`src/rtl/adc_init_sequencer.sv`:
```
// ADS131A0x power-up command sequencer and DRDY-driven frame reader.
// Sits between top-level control and a word-level SPI master (valid/ready tx, pulsed rx).
module adc_init_sequencer #(
  parameter int unsigned NUM_CHANNELS = 4,
  parameter int unsigned RESET_CYCLES = 20,
  parameter logic [15:0] READY_WORD   = 16'hFF04,
  parameter int unsigned POLL_LIMIT   = 64,
  parameter int unsigned RETRY_LIMIT  = 3,
  parameter int unsigned RX_TIMEOUT   = 4096
) (
  input  logic        system_clock,
  input  logic        reset,
  input  logic        start_init,
  input  logic        drdy_n,
  input  logic [7:0]  cfg_a_sys,
  input  logic [7:0]  cfg_clk1,
  input  logic [7:0]  cfg_clk2,
  input  logic [7:0]  cfg_adc_ena,
  output logic        adc_reset_n,
  output logic        tx_valid,
  output logic [15:0] tx_word,
  output logic        tx_last,
  input  logic        tx_ready,
  input  logic        rx_valid,
  input  logic [15:0] rx_word,
  output logic        sample_valid,
  output logic [15:0] sample_data,
  output logic [1:0]  sample_channel,
  output logic [15:0] status_word,
  output logic        init_done,
  output logic        init_error,
  output logic [2:0]  error_code,
  output logic        overrun,
  output logic [3:0]  state_dbg
);

  typedef enum logic [3:0] {
    ST_IDLE   = 4'd0,
    ST_HWRST  = 4'd1,
    ST_POLL   = 4'd2,
    ST_CMD    = 4'd3,
    ST_CHECK  = 4'd4,
    ST_STREAM = 4'd5,
    ST_ERROR  = 4'd6
  } state_t;

  typedef enum logic [2:0] {
    ERR_NONE  = 3'd0,
    ERR_READY = 3'd1,
    ERR_CMD   = 3'd2,
    ERR_RX    = 3'd3
  } err_t;

  localparam int unsigned RST_W   = $clog2(RESET_CYCLES + 1);
  localparam int unsigned POLL_W  = $clog2(POLL_LIMIT + 1);
  localparam int unsigned RETRY_W = $clog2(RETRY_LIMIT + 1);
  localparam int unsigned TMO_W   = $clog2(RX_TIMEOUT + 1);
  localparam logic [2:0]  FRAME_WORDS = 3'(NUM_CHANNELS + 1);
  localparam logic [2:0]  LAST_IDX    = 3'd6;

  state_t              state_q, next_state;
  logic [RST_W-1:0]    rst_cnt_q;
  logic [POLL_W-1:0]   poll_cnt_q;
  logic [RETRY_W-1:0]  retry_cnt_q;
  logic [TMO_W-1:0]    tmo_cnt_q;
  logic [2:0]          idx_q;
  logic                busy_q;
  logic                tx_valid_q, tx_last_q;
  logic [15:0]         tx_word_q;
  logic                drdy_q;
  logic                frame_active_q;
  logic [2:0]          words_sent_q, words_rcvd_q;
  logic                adc_reset_n_q;
  logic                sample_valid_q;
  logic [15:0]         sample_data_q, status_word_q;
  logic [1:0]          sample_channel_q;
  err_t                error_code_q;
  logic                overrun_q;

  logic        accept, rx_evt, drdy_fall, link_idle, tmo_hit, start_ok;
  logic        launch, launch_last, set_error;
  logic [15:0] launch_word;
  err_t        error_next;
  logic [7:0]  wreg_addr, wreg_data;
  logic [15:0] cmd_word, cmd_expect;

  assign accept    = tx_valid_q & tx_ready;
  assign rx_evt    = rx_valid & busy_q;      // rx pulses with nothing outstanding are dropped
  assign drdy_fall = drdy_q & ~drdy_n;
  assign link_idle = ~tx_valid_q & ~busy_q;
  assign tmo_hit   = busy_q & ~rx_valid & (tmo_cnt_q == TMO_W'(RX_TIMEOUT - 1));
  assign start_ok  = start_init & ((state_q == ST_IDLE) | (state_q == ST_ERROR) |
                                   ((state_q == ST_STREAM) & ~frame_active_q & link_idle));

  // Command table: index 1..4 are WREG writes, the ADC echoes them with opcode 0x2000.
  always_comb begin
    wreg_addr  = 8'h0B;
    wreg_data  = cfg_a_sys;
    cmd_word   = 16'h0000;
    cmd_expect = 16'h0000;
    case (idx_q)
      3'd2:    begin wreg_addr = 8'h0D; wreg_data = cfg_clk1;    end
      3'd3:    begin wreg_addr = 8'h0E; wreg_data = cfg_clk2;    end
      3'd4:    begin wreg_addr = 8'h0F; wreg_data = cfg_adc_ena; end
      default: begin wreg_addr = 8'h0B; wreg_data = cfg_a_sys;   end
    endcase
    case (idx_q)
      3'd0:    begin cmd_word = 16'h0655; cmd_expect = 16'h0655; end
      3'd5:    begin cmd_word = 16'h0033; cmd_expect = 16'h0033; end
      3'd6:    begin cmd_word = 16'h0555; cmd_expect = 16'h0555; end
      default: begin
        cmd_word   = 16'h4000 | {wreg_addr, wreg_data};
        cmd_expect = 16'h2000 | {wreg_addr, wreg_data};
      end
    endcase
  end

  // NOTE: every always_comb output gets a default first so no path leaves it unassigned (no latch).
  always_comb begin
    next_state  = state_q;
    launch      = 1'b0;
    launch_word = 16'h0000;
    launch_last = 1'b1;
    set_error   = 1'b0;
    error_next  = ERR_NONE;
    if (start_ok) begin
      next_state = ST_HWRST;
    end else if (tmo_hit) begin
      next_state = ST_ERROR;
      set_error  = 1'b1;
      error_next = ERR_RX;
    end else begin
      unique case (state_q)
        ST_IDLE: ;
        ST_HWRST: if (rst_cnt_q == RST_W'(RESET_CYCLES - 1)) next_state = ST_POLL;
        ST_POLL: begin
          launch = link_idle;
          if (rx_evt) begin
            if (rx_word == READY_WORD) begin
              next_state = ST_CMD;
            end else if (poll_cnt_q == POLL_W'(POLL_LIMIT - 1)) begin
              next_state = ST_ERROR;
              set_error  = 1'b1;
              error_next = ERR_READY;
            end
          end
        end
        ST_CMD: begin
          launch      = link_idle;
          launch_word = cmd_word;
          if (rx_evt) next_state = ST_CHECK;
        end
        ST_CHECK: begin
          // The NULL here clocks out the response to the command sent in CMD.
          launch = link_idle;
          if (rx_evt) begin
            if (rx_word == cmd_expect) begin
              next_state = (idx_q == LAST_IDX) ? ST_STREAM : ST_CMD;
            end else if (retry_cnt_q == RETRY_W'(RETRY_LIMIT)) begin
              next_state = ST_ERROR;
              set_error  = 1'b1;
              error_next = ERR_CMD;
            end else begin
              next_state = ST_CMD;
            end
          end
        end
        ST_STREAM: begin
          launch      = frame_active_q & link_idle & (words_sent_q != FRAME_WORDS);
          launch_last = (words_sent_q == FRAME_WORDS - 3'd1);
        end
        ST_ERROR: ;
        default: next_state = ST_IDLE;
      endcase
    end
  end

  // NOTE: sequential state uses non-blocking assignments so every register samples pre-edge values.
  always_ff @(posedge system_clock) begin
    if (reset) state_q <= ST_IDLE;
    else       state_q <= next_state;
  end

  // Word handshake and RX timer.
  always_ff @(posedge system_clock) begin
    if (reset) begin
      tx_valid_q <= 1'b0;
      tx_word_q  <= 16'h0000;
      tx_last_q  <= 1'b1;
      busy_q     <= 1'b0;
      tmo_cnt_q  <= '0;
    end else if (start_ok || next_state == ST_ERROR) begin
      tx_valid_q <= 1'b0;
      busy_q     <= 1'b0;
      tmo_cnt_q  <= '0;
    end else begin
      if (launch) begin
        tx_valid_q <= 1'b1;
        tx_word_q  <= launch_word;
        tx_last_q  <= launch_last;
      end else if (accept) begin
        tx_valid_q <= 1'b0;
        busy_q     <= 1'b1;
        tmo_cnt_q  <= '0;
      end
      if (rx_evt) busy_q <= 1'b0;
      else if (busy_q && tmo_cnt_q != '1) tmo_cnt_q <= tmo_cnt_q + 1'b1;
    end
  end

  // Sequence counters, all saturating.
  always_ff @(posedge system_clock) begin
    if (reset) begin
      rst_cnt_q     <= '0;
      poll_cnt_q    <= '0;
      retry_cnt_q   <= '0;
      idx_q         <= 3'd0;
      adc_reset_n_q <= 1'b1;
      error_code_q  <= ERR_NONE;
    end else begin
      adc_reset_n_q <= (next_state != ST_HWRST);
      if (state_q == ST_HWRST) begin
        if (rst_cnt_q != '1) rst_cnt_q <= rst_cnt_q + 1'b1;
      end else begin
        rst_cnt_q <= '0;
      end
      if (start_ok) begin
        poll_cnt_q   <= '0;
        retry_cnt_q  <= '0;
        idx_q        <= 3'd0;
        error_code_q <= ERR_NONE;
      end else begin
        if (set_error) error_code_q <= error_next;
        if (state_q == ST_POLL && rx_evt && rx_word != READY_WORD && poll_cnt_q != '1)
          poll_cnt_q <= poll_cnt_q + 1'b1;
        if (state_q == ST_CHECK && rx_evt) begin
          if (rx_word == cmd_expect) begin
            retry_cnt_q <= '0;
            if (idx_q != LAST_IDX) idx_q <= idx_q + 3'd1;
          end else if (retry_cnt_q != '1) begin
            retry_cnt_q <= retry_cnt_q + 1'b1;
          end
        end
      end
    end
  end

  // Frame reader: word 0 is the status word, words 1..N are channel samples.
  always_ff @(posedge system_clock) begin
    if (reset) begin
      drdy_q           <= 1'b1;
      frame_active_q   <= 1'b0;
      words_sent_q     <= 3'd0;
      words_rcvd_q     <= 3'd0;
      sample_valid_q   <= 1'b0;
      sample_data_q    <= 16'h0000;
      sample_channel_q <= 2'd0;
      status_word_q    <= 16'h0000;
      overrun_q        <= 1'b0;
    end else begin
      drdy_q         <= drdy_n;
      sample_valid_q <= 1'b0;
      if (start_ok) overrun_q <= 1'b0;
      if (state_q != ST_STREAM || next_state != ST_STREAM) begin
        frame_active_q <= 1'b0;
      end else begin
        if (drdy_fall) begin
          if (frame_active_q) begin
            overrun_q <= 1'b1;
          end else begin
            frame_active_q <= 1'b1;
            words_sent_q   <= 3'd0;
            words_rcvd_q   <= 3'd0;
          end
        end
        if (launch) words_sent_q <= words_sent_q + 3'd1;
        if (rx_evt) begin
          if (words_rcvd_q == 3'd0) begin
            status_word_q <= rx_word;
          end else begin
            sample_valid_q   <= 1'b1;
            sample_data_q    <= rx_word;
            sample_channel_q <= 2'(words_rcvd_q - 3'd1);
          end
          words_rcvd_q <= words_rcvd_q + 3'd1;
          if (words_rcvd_q == FRAME_WORDS - 3'd1) frame_active_q <= 1'b0;
        end
      end
    end
  end

  assign adc_reset_n    = adc_reset_n_q;
  assign tx_valid       = tx_valid_q;
  assign tx_word        = tx_word_q;
  assign tx_last        = tx_last_q;
  assign sample_valid   = sample_valid_q;
  assign sample_data    = sample_data_q;
  assign sample_channel = sample_channel_q;
  assign status_word    = status_word_q;
  assign init_done      = (state_q == ST_STREAM);
  assign init_error     = (state_q == ST_ERROR);
  assign error_code     = error_code_q;
  assign overrun        = overrun_q;
  assign state_dbg      = state_q;

endmodule

```
`config.mk`:
```
export PLATFORM = sky130hd
export DESIGN_NAME = adc_init_sequencer
export DESIGN_NICKNAME = d
export VERILOG_FILES = /design/src/rtl/adc_init_sequencer.sv
export SDC_FILE = /design/constraint.sdc
export NUM_CORES = 1
export LEC_CHECK = 0
export ABC_AREA = 1
export BUFFER_PORTS_ARGS = -buffer_cell sky130_fd_sc_hd__buf_4
export CORE_UTILIZATION = 25
export CTS_CLUSTER_SIZE = 25
export DETAILED_ROUTE_END_ITERATION = 6
export PLACE_DENSITY = 0.43
export RECOVER_POWER = 100
export SLEW_MARGIN = 5
export SYNTH_ARGS = -nofsm -noshare
export SYNTH_HDL_FRONTEND = slang
export SYNTH_SLANG_ARGS = --single-unit
```
`constraint.sdc`:
```
create_clock -name system_clock -period 4.95 [get_ports system_clock]
set_clock_uncertainty 0.05 [all_clocks]
set_input_delay 0.99 -clock system_clock [delete_from_list [all_inputs] [get_ports system_clock]]
set_output_delay 0.99 -clock system_clock [all_outputs]
set_load 0.005 [all_outputs]
```
# Word-level counts from Yosys, hierarchy flattened
# Cells that the tools add are included.
dict set report totals {
  ff_bits 101
  latch_bits 0
  ramBits 0
  mem_bits_ro 0
  inputBits 54
  elab_cells 177
  n_memories 0
}
dict set report op_classes {
  add_sub_neg 8
  n_mul 0
  div 0
  magnitude_cmp 0
  n_eq_ne 32
  n_shift 0
  n_mux 62
  bitwise 24
  n_reduce_logical 30
}
# cell count
set op_table {}
lappend op_table {{$pmux W16 S3} 2}
lappend op_table {{$mux W13} 4}
lappend op_table {{$mux W16} 3}
lappend op_table {{$mux W4} 8}
lappend op_table {{$mux W1} 26}
lappend op_table {{$pmux W8 S3} 1}
lappend op_table {{$mux W3} 7}
lappend op_table {{$pmux W4 S5} 1}
lappend op_table {{$eq A16 B16 Y1} 1}
lappend op_table {{$eq A16 B16 Y1 const B} 1}
lappend op_table {{$eq A4 B3 Y1 const B} 4}
lappend op_table {{$ne A16 B16 Y1 const B} 1}
lappend op_table {{$eq A3 B3 Y1 const B} 5}
lappend op_table {{$reduce_and A3 Y1} 5}
lappend op_table {{$add A13 B1 Y13 const B} 1}
lappend op_table {{$eq A13 B12 Y1 const B} 1}
lappend op_table {{$ne A13 B13 Y1 const B} 1}
lappend op_table {{$mux W2} 6}
lappend op_table {{$reduce_or A3 Y1} 4}
lappend op_table {{$and A1 B1 Y1} 11}
lappend op_table {{$not A1 Y1} 11}
lappend op_table {{$add A3 B1 Y3 const B} 3}
lappend op_table {{$pmux W3 S3} 1}
lappend op_table {{$eq A4 B2 Y1 const B} 2}
lappend op_table {{other kinds (26)} 46}

# Depth between registers and ports, before layout
# Gate-level depths: netlist of the first run.
dict set report logic_depth {
  ltp_word 13
  depth_mapped 23
}

# Worst setup path after synthesis of the first run
# Ideal clock, no wire load.
dict set report synth_timing {
  path_type {input -> register}
  startpoint {in rx_word[11]}
  endpoint {reg tmo_cnt_q[9]}
  arrival_time_ns 2.497
  required_time_ns 4.837
  slack_ns 2.340
  cell_stages 17
  path_cell_list {or2_2 nand2_1 nand3_1 nor2_1 nand2_1 nor2_1 nand2_1 nor2_2 nand2_2 nand2_4 nand2_2 a21oi_2 nor2_1 nand2_2 nand2_4 buf_6 nor2_2}
}
dict set report synth_between {
  elab_chain_cells 9
  elab_cells_between_ends 12
}
# element line_no
set synth_lines {}
lappend synth_lines {{from (decl)} 25} ;# input logic [15:0] rx_word,
lappend synth_lines {{$eq A16 B16 Y1 (on tied branches)} {157, 139}}
lappend synth_lines {{$mux W3 or $mux W4 (tied branches)} {157, 139}}
lappend synth_lines {{$mux W4 (on tied branches)} {156, 138}}
lappend synth_lines {{$pmux W4 S5 (*)} 133} ;# unique case (state_q)
lappend synth_lines {{$mux W4 (*)} 128} ;# end else if (tmo_hit) begin
lappend synth_lines {{$mux W4 (*)} 126} ;# if (start_ok) begin
lappend synth_lines {{$eq A4 B3 Y1 (*)} 192} ;# end else if (start_ok || next_state == ST_ERROR) begin
lappend synth_lines {{$logic_or A1 B1 Y1 (*)} 192}
lappend synth_lines {{$reduce_or A2 Y1 (no source line) (*)} -}
lappend synth_lines {{to (signal assigned)} 207} ;# else if (busy_q && tmo_cnt_q != '1) tmo_cnt_q <= tmo_cnt_q + 1'b1;
lappend synth_lines {{to (decl)} 65} ;# logic [TMO_W-1:0] tmo_cnt_q;
# Every way passes the cells marked *; elsewhere a longest branch is shown, timed or not.
# A chain may end at the register's enable or synchronous reset.

# Final worst setup path of the first run
dict set report layout_timing {
  startpoint {reg state_q[0], in the netlist state_dbg[0]}
  endpoint {reg sample_channel_q[0], in the netlist sample_channel[0]}
}
dict set report layout_between {
  elab_chain_cells 10
  elab_cells_between_ends 27
}
# element line_no
set layout_lines {}
lappend layout_lines {{from (decl)} 61} ;# state_t state_q, next_state;
lappend layout_lines {{from (signal assigned)} 181} ;# else state_q <= next_state;
lappend layout_lines {{$mux W4 or $eq A4 B3 Y1 (tied branches)} {141, 93, 133}}
lappend layout_lines {{$mux W4 or $and A1 B1 Y1 (tied branches)} {139, 93}}
lappend layout_lines {{$mux W4 or $and A1 B1 Y1 (tied branches)} {138, 93}}
lappend layout_lines {{$pmux W4 S5 or $or A1 B1 Y1 (tied branches)} {133, 92}}
lappend layout_lines {{$mux W4 or $and A1 B1 Y1 (tied branches)} {128, 92}}
lappend layout_lines {{$mux W4} 126}
lappend layout_lines {{$ne A4 B3 Y1} 264} ;# if (state_q != ST_STREAM || next_state != ST_STREAM) begin
lappend layout_lines {{$logic_or A1 B1 Y1 (*)} 264}
lappend layout_lines {{$not A1 Y1 (no source line) (*)} -}
lappend layout_lines {{$reduce_and A3 Y1 (no source line) (*)} -}
lappend layout_lines {{to (signal assigned)} 283} ;# sample_channel_q <= 2'(words_rcvd_q - 3'd1);
lappend layout_lines {{to (decl)} 76} ;# logic [1:0] sample_channel_q;
# Marked as above.

==> results.yml, run 1 <==
synth:
  synthFlopType: "dfxtp_1"
  synth_edf_count: 0
  synth_cells: 744
  synth-seq-cells: 96
  ys_types: 40
  synth.yosys.seq_area_share_pct: 37.85
  ys.warnings.count: 0
  syn_area_um2: 5077
  synth.avg_cell_area_um2: 6.824
  async_flop_share_pct: 0
sta:
  worst_pin_slew_ps: 1294
  hold_viol: 0
  rsz0062_at_grt: "false"
  whs_ps: 424.3
  setup_tns_ps: 0
  period_minus_slack_ps: 3644
  fmax_mhz: 274.4
  setup_violations: 0
  maxSlewViolCount: 0
  timing.slew.headroom_pct: 13.74
  fin_crit_sh_pct: 73.62
  fin_ws_ps: 1306
clock_tree:
  clk_pin_slew_ps: 80
  cts.sinks: 96
  clock_path_buffers: 2
  cts_hold_buf: 0
  clockRootBuffer: "clkbuf_16"
  cts_setup_buffers: 0
  clk_latency_ps: 350
  cts_made_buffers: 9
  cts_resized: 0
  htree_levels: 3
  tritoncts: "yes"
routing:
  drc: 0
  dr_total_vias: 5023
  routed_wl_um: 16080
  post_drt_wl_per_cell_um: 14.38
  drtPass1Iterations: 5
  via_per_inst: 4.493
  detail-route-antenna-nets: 0
  drtIter0Drc: 233
grt:
  antenna_found_initial: 0
  grt_pass1_wl_um: 26130
  grt_util_met3_pct: 4.305
  overflow: 0
  grt_use_total_pct: 16.37
  grtUsageMet2_pct: 26.19
  grt_pass1_vias: 4932
  met1_usage_pct: 21.60
  grt_start_max_net_pins: 31
  busiest_layer: "met2"
cells_and_area:
  layout_common_cells: "145 x nand2_1, 98 x nor2_1, 96 x dfxtp_1, 92 x inv_1, 64 x a21oi_1"
  final_common_cell: "nand2_1"
  area_growth_syn_to_layout_pct: 24.84
  antenna_cells: 0
  stdcell_area_um2: 6339
  nets: 917
  final_layout_size_suffix_gt1_share_pct: 15.01
power:
  p_per_area_nw_per_um2: 251.3
  p_leak_nw: 2.769
  total_power_mw: 1.593
  ir_drop_mv: 0.1692
die:
  coreArea_um2: 19650
  die_area_um2: 20880
  start_util_pct: 25.83
  die_y_um: 144.5
  dieWidth_um: 144.5
  rows: 51
  num_io_pins: 118
critical_path:
  critPathRequiredTime_ps: 5200
  crit_fanout: 30
  worst-endpoint-arrival_ps: 3890
  end_kind: "flip-flop"
  crit_top_cell: "nand2_1"
  slowest_stage: "clkbuf_1"
  crit_chain: "inv_1 -> nand2_1 -> nor2_1 -> a31oi_1 -> nand2_1 -> nand2_1 -> nand3_1 -> nor2_1 -> inv_1 -> nor2_1 -> clkbuf_1 -> inv_1 -> nor2_1 -> nand2_1 -> nand2_1"
  cp-start-kind: "flip-flop"
  ff2ff_setup_slack_ps: 1310
  crit_type: "flip-flop to flip-flop"
  cpPeakStageDelay_ps: 850
run:
  maxCapViolCount: 0
placed_design:
  post_dp_cell_area_um2: 6146
  dp_worst_setup_slack_ps: 1586
  port_buffers: 113
  place_hpwl_um: 12400
  place_congestion: 0.8176
status:
  outcome: "finished clean"
worst_hold_path:
  min_path_type: "flip-flop to flip-flop"
where the power goes:
part           internal, mW  total [mW]  switching [mW]  leakage (nW)
Sequential            0.773       0.775         0.00163         0.774
Combinational        0.0393      0.0925          0.0533          1.84
Clock                 0.365       0.726           0.361         0.152
worst max-delay path: cells and delay by family, from the launching register on:
family                 cells  cell delay (ps)
AO/OA/AOI/OAI              1              270
buffers and inverters      4             1400
flip-flops                 1              400
AND/OR/NAND/NOR           10             1460
metal layers:
| metal | vias to the layer above | wire length (um) |
|---|---|---|
| li1 | 2646 | - |
| met1 | 2262 | 7834 |
| met2 | 100 | 7177 |
| met3 | 15 | 815 |
| met4 | 0 | 254 |
| met5 | - | 0 |
kinds of logic after synthesis:
group | after synthesis | synth area share, %
AO/OA/AOI/OAI | 143 | 15.33
XOR/XNOR | 8 | 1.380
adder cells (fa/ha/maj) | 15 | 3.696
buffers and inverters | 122 | 10.03
flip-flops | 96 | 37.85
multiplexers | 1 | 0.2218
other | 1 | 0.07386
AND/OR/NAND/NOR | 358 | 31.42
Yosys cell counts, types with 3 or more instances:
| cell type | instances | area (um^2) |
|---|---|---|
| o21ai_0 | 60 | 300.3 |
| o31ai_1 | 5 | 37.54 |
| nor3_1 | 21 | 105.1 |
| buf_2 | 5 | 25.02 |
| dfxtp_1 | 96 | 1922 |
| nor2_2 | 13 | 81.33 |
| nand4_1 | 20 | 125.1 |
| buf_4 | 6 | 45.04 |
| nand2_1 | 142 | 533.0 |
| nand2_4 | 3 | 33.78 |
| inv_1 | 91 | 341.6 |
| clkbuf_1 | 14 | 52.55 |
| a211oi_1 | 5 | 37.54 |
| nand2_2 | 4 | 25.02 |
| o211a_1 | 3 | 30.03 |
| nor4_1 | 6 | 37.54 |
| a21oi_1 | 63 | 315.3 |
| buf_6 | 3 | 33.78 |
| nor2_1 | 93 | 349.1 |
| ha_1 | 15 | 187.7 |
| xor2_1 | 7 | 61.31 |
| nand3_1 | 49 | 245.2 |
area by class of cell:
class                           instances  area (um^2)
Inverter                               94        352.8
Sequential cell                        96         1922
Clock buffer                            9        225.2
Tap cell                              265        331.6
Timing Repair Buffer                  117        795.8
Multi-Input combinational cell        530         2628
Fill cell                            2273        13320
Clock inverter                          7        83.83
through the flow:
stage               utilization, %  std cells
floorplan                        -        748
global placement             31.27       1102
detailed placement           31.27       1102
CTS                          32.84       1118
global route                 32.25       1118
finish                       32.25       1118
path summary, 6_finish.rpt:
| path | to | from | cells after the start |
|---|---|---|---|
| setup / recovery | sample_channel[0] | state_dbg[0] | 15 |
| hold / removal | tx_word[3] | tx_word[3] | 2 |
| setup reg to reg | sample_channel[0] | state_dbg[0] | 15 |
| hold reg to reg | tx_word[3] | tx_word[3] | 2 |
registers in the layout, summed over array words and instances (netlist names), 4 cells and up:
signal,count
sample_data,16
status_word,16
tmo_cnt_q,13
tx_word,12
poll_cnt_q,7
rst_cnt_q,5
state_dbg,4
(Power assumes the default switching activity.)
==> inputs of run 2 (changes only) <==
PLACE_DENSITY = 0.45   (was 0.43)
clock period = 3.15 ns   (was 4.95 ns; I/O delays follow)
==> run 2 against run 1 <==
The flow now finishes with violations (capacitance limit, slew limit). Utilization grew 0.45 points. First-iteration DRC count shrank 18%. Via count is essentially flat. Register-to-register slack lost 980 ps. Total power grew 56%. Sequential power grew 57%. Critical endpoint is now tx_valid. Clock-buffer cell count grew 1. Die area is the same. Combinational power grew 56%.
==> results.yml, run 2 (same netlist as run 1, synthesis figures left out) <==
clock_tree:
  clockRootBuffer: "clkbuf_16"
  clk_pin_slew_ps: 70
  clk_latency_ps: 360
  htree_levels: 3
  cts.sinks: 96
  cts_made_buffers: 9
  tritoncts: "yes"
  clock_path_buffers: 2
sta:
  fmax_mhz: 354.3
  setup_violations: 0
  rsz0062_at_grt: "false"
  worst_pin_slew_ps: 1592
  maxSlewViolCount: 42
  period_minus_slack_ps: 2823
  fin_crit_sh_pct: 89.61
  hold_viol: 0
  setup_tns_ps: 0
  timing.slew.headroom_pct: -6.108
cells_and_area:
  fill_cells: 2249
  final_common_cell: "nand2_1"
  final_util_pct: 32.70
  layout_common_cells: "140 x nand2_1, 96 x dfxtp_1, 94 x nor2_1, 91 x inv_1, 63 x a21oi_1"
  final_layout_size_suffix_gt1_share_pct: 16.72
  nets: 925
  antenna_cells: 0
  area_growth_syn_to_layout_pct: 26.56
critical_path:
  critPathRequiredTime_ps: 3390
  slowest_stage: "dfxtp_1"
  cp_num_buf_inv: 1
  crit_type: "flip-flop to flip-flop"
  crit_chain: "ha_1 -> ha_1 -> inv_1 -> nand2_1 -> nor2_4 -> nor2_1 -> nand2_1 -> nand3_1 -> nand2_1 -> nand3_1 -> nor2_2 -> nand2_2 -> nand2_4 -> nand3_1 -> nand2_1 -> nand3b_2 -> nand2_2 -> nand2_4 -> nor2_1"
  crit_fanout: 15
  crit_family: "simple AND/OR/NAND/NOR gates"
  ff2ff_path_depth: 19
  worst-endpoint-arrival_ps: 3070
  worstSetupPathDepth: 19
  cpPeakStageDelay_ps: 330
  crit_top_cell: "nand2_1"
  end_kind: "flip-flop"
  cp-start-kind: "flip-flop"
power:
  p_per_area_nw_per_um2: 386.5
  p_leak_nw: 2.788
  ir_drop_mv: 0.2276
worst_hold_path:
  min_path_type: "input pin to flip-flop"
  hold_depth: 3
grt:
  grt_use_total_pct: 16.14
  antenna_found_initial: 0
  grt_start_max_net_pins: 42
  grt_pass1_vias: 4888
  grt_pass1_wl_um: 25500
  overflow: 0
placed_design:
  place_hpwl_um: 12290
  port_buffers: 113
  place_congestion: 0.8490
run:
  maxCapViolCount: 1
die:
  die_y_um: 144.5
  rows: 51
  num_io_pins: 118
  coreArea_um2: 19650
  die_area_um2: 20880
  dieWidth_um: 144.5
  start_util_pct: 25.83
routing:
  dr_total_vias: 5021
  post_drt_wl_per_cell_um: 14.10
  detail-route-antenna-nets: 0
  via_per_inst: 4.459
  routed_wl_um: 15880
  drc: 0
  drtIter0Drc: 191
  drtPass1Iterations: 4
status:
  violations: "capacitance limit, slew limit"
  outcome: "finished with violations"
run 2: changes by cell type in the layout (fill, tap and decap cells not counted), sizes merged:
cell | before | now
clkbuf | 72 | 74
inv | 97 | 95
clkinvlp | 0 | 1
buf | 54 | 61
run 2: timing repair:
action / in CTS / in global routing
gates resized for setup: 0 / 7
setup buffers: 0 / 1
setup endpoints to repair: 0 / 24
hold buffers: 0 / 0
hold endpoints to repair: 0 / 0
run 2: worst paths after layout:
kind,slack (ps),from,endpoint
worst max-delay path,330,idx_q[0],tx_valid
worst min-delay path,400,drdy_n,drdy_q
worst min register to register,420,tx_word[10],tx_word[10]
worst max register to register,330,idx_q[0],tx_valid
run 2: cell type report:
cell class | instances | area (um^2) | area share (%)
Inverter | 94 | 356.6 | 5.549
Tap cell | 265 | 331.6 | 5.160
Sequential cell | 96 | 1922 | 29.91
Clock inverter | 6 | 60.06 | 0.9346
Clock buffer | 10 | 239.0 | 3.719
Multi-Input combinational cell | 530 | 2676 | 41.65
Timing Repair Buffer | 125 | 840.8 | 13.08
run 2: tightest hold or removal path, stage by stage:
cell and delay (ps):
buf_4 70, inv_1 40, nand2_1 40
run 2: metrics by stage:
step                      std cells  power, mW  hold WS, ps  area [um^2]  setup slack, ps
after CTS                      1125      2.526        389.3         6497            130.0
after global placement         1109      1.396        412.6         6198            191.9
final                          1126      2.484        403.4         6426            327.4
after global routing           1126      2.586        409.7         6426            11.91
after detailed placement       1109      1.395        411.0         6198            152.8
after floorplan                 748      1.309        396.8         5092            726.8
run 2: report_power, final:
group          switching (mW)  total (mW)  internal [mW]
Clock                   0.545        1.12          0.576
Combinational          0.0816       0.144         0.0628
Sequential            0.00277        1.22           1.22
Total                   0.629        2.48           1.85
run 2: per-layer routing:
layer	part of all wire, %	track usage (%)	up-vias
met1	46	20.36	2246
li1	-	-	2652
met5	0	0	-
met4	1.6	4.765	0
met3	6.7	5.066	17
met2	46	26.16	106
==> inputs of run 3 (changes only) <==
BUFFER_PORTS_ARGS = not set   (was -buffer_cell sky130_fd_sc_hd__buf_4)
DONT_BUFFER_PORTS = 1   (was not set)
PLACE_DENSITY = 0.4   (was 0.45)
==> run 3 against run 2 <==
The flow now finishes without violations. Via count decreased by 4.2%. Die area unchanged. Utilization decreased by 3.7 points. Non-clock buffer count decreased by 112. Combinational power shrank 47%. Sequential power hardly changed. Register-to-register slack got worse by 40 ps. Cell count down 9.9%. Fmax shrank 1.4%. Worst hold slack worse by 110 ps. Largest cell class unchanged.
==> results.yml, run 3 (same netlist as run 1, synthesis figures left out) <==
critical_path:
  end_kind: "flip-flop"
  crit_fanout: 15
  crit_type: "flip-flop to flip-flop"
  worstReg2RegStart: "idx_q[0]"
  critPathLaunch: "idx_q[0]"
  critPathRequiredTime_ps: 3390
  worst-endpoint-arrival_ps: 3100
  ff2ff_path_depth: 20
  cp-start-kind: "flip-flop"
clock_tree:
  htree_levels: 3
  clk_pin_slew_ps: 80
  clockRootBuffer: "clkbuf_16"
  clock_path_buffers: 2
  clk_latency_ps: 350
  cts_hold_buf: 0
  tritoncts: "yes"
  cts.sinks: 96
  cts_made_buffers: 9
power:
  p_leak_nw: 2.355
  ir_drop_mv: 0.2096
  p_per_area_nw_per_um2: 427.2
grt:
  grt_start_max_net_pins: 37
  grtUsageMet2_pct: 24.37
  antenna_found_initial: 0
  grt_pass1_vias: 4579
  overflow: 0
  grt_use_total_pct: 15.68
  grt_util_met3_pct: 5.166
  grt_pass1_wl_um: 24730
  busiest_layer: "met2"
  met1_usage_pct: 19.96
worst_hold_path:
  hold_depth: 1
  min_path_type: "input pin to flip-flop"
  worstHoldStart: "reset"
sta:
  setup_violations: 0
  worst_pin_slew_ps: 712.5
  hold_viol: 0
  whs_ps: 296.1
  timing.slew.headroom_pct: 52.07
  fmax_mhz: 349.2
  period_minus_slack_ps: 2864
  fin_crit_sh_pct: 90.92
  maxSlewViolCount: 0
cells_and_area:
  final_layout_size_suffix_gt1_share_pct: 7.877
  stdcell_count: 1014
  stdcell_area_um2: 5702
  area_growth_syn_to_layout_pct: 12.30
  layout_common_cells: "142 x nand2_1, 96 x dfxtp_1, 92 x nor2_1, 91 x inv_1, 63 x a21oi_1"
  nets: 813
  final_common_cell: "nand2_1"
  antenna_cells: 0
  fill_cells: 2202
die:
  dieWidth_um: 144.5
  coreArea_um2: 19650
  die_area_um2: 20880
  die_y_um: 144.5
  rows: 51
  start_util_pct: 25.83
  num_io_pins: 118
run:
  maxCapViolCount: 0
placed_design:
  dpl.cell_count: 994
  place_congestion: 0.8400
  port_buffers: 0
  place_hpwl_um: 12120
  post_dp_cell_area_um2: 5335
routing:
  via_per_inst: 4.742
  routed_wl_um: 15660
  drtIter0Drc: 320
  drc: 0
  post_drt_wl_per_cell_um: 15.44
  detail-route-antenna-nets: 0
  dr_total_vias: 4808
  drtPass1Iterations: 5
status:
  outcome: "finished clean"
==> run 3: cell types whose count changed in the layout (fill, tap and decap cells not counted), moves of 2 or more <==
cell / delta
clkbuf_2: -2
nor2_1: -2
inv_6: -2
nand2_2: -2
clkbuf_4: -35
nor2_2: +2
clkbuf_1: -26
inv_8: +3
nand2_1: +2
buf_4: -48
==> run 3: final timing paths <==
path                                      end  slack (ps)
worst max-delay path             tmo_cnt_q[8]         290
worst min-delay path             state_dbg[0]         300
worst max register to register   tmo_cnt_q[8]         290
worst min register to register  poll_cnt_q[6]         430
==> run 3: layout make-up <==
type / count / area, um^2 / area share, %
multi-input combinational: 530 / 2676 / 46.94
tap: 265 / 331.6 / 5.815
timing repair buffer: 13 / 106.4 / 1.865
clock buffer: 9 / 225.2 / 3.950
clock inverter: 7 / 83.83 / 1.470
sequential: 96 / 1922 / 33.71
inverter: 94 / 356.6 / 6.254
==> run 3: per-layer routing <==
metal | share of wire, % | up-vias
li1 | - | 2433
met1 | 45 | 2198
met2 | 45 | 150
met3 | 7.9 | 27
met4 | 2.6 | 0
met5 | 0 | -
==> run 3: worst max-delay path, cell delays in order (launching register included) <==
cell and delay, ps:
dfxtp_1 370, inv_1 100, ha_1 250, nand2_1 210, nand2_1 130, nor2_4 190, buf_4 140, nand3_2 100
nand2_1 80, nand2_1 50, nand2_1 60, nand2_1 80, nor2_2 140, nand2_2 100, nand2_4 90, nand3_1 60
nand2_1 90, nand3b_2 120, nand2_2 110, nand2_4 150, nor2_1 130
==> run 3: report_power, final <==
group          internal (mW)  switching, mW  total (mW)
clock network          0.572          0.570        1.14
logic                 0.0209         0.0549      0.0758
registers               1.22        0.00294        1.22
total                   1.81          0.628        2.44
==> run 3: repair_timing <==
| item | in CTS | in global routing |
|---|---|---|
| setup buffers | 0 | 4 |
| setup endpoints to repair | 0 | 30 |
| gates resized for setup | 0 | 5 |
==> run 3: metrics by stage <==
| step | power [mW] | setup slack, ps | utilization (%) | TNS (ps) |
|---|---|---|---|---|
| 4_1_cts | 2.478 | 142.8 | 28.72 | 0 |
| 3_5_place_dp | 1.323 | 154.2 | 27.15 | 0 |
| 2_1_floorplan | 1.309 | 726.8 | - | 0 |
| 6_report | 2.436 | 286.1 | 29.01 | 0 |
| 3_3_place_gp | 1.323 | 206.2 | 27.15 | 0 |
| 5_1_grt | 2.544 | -15.65 | 29.01 | -31.26 |
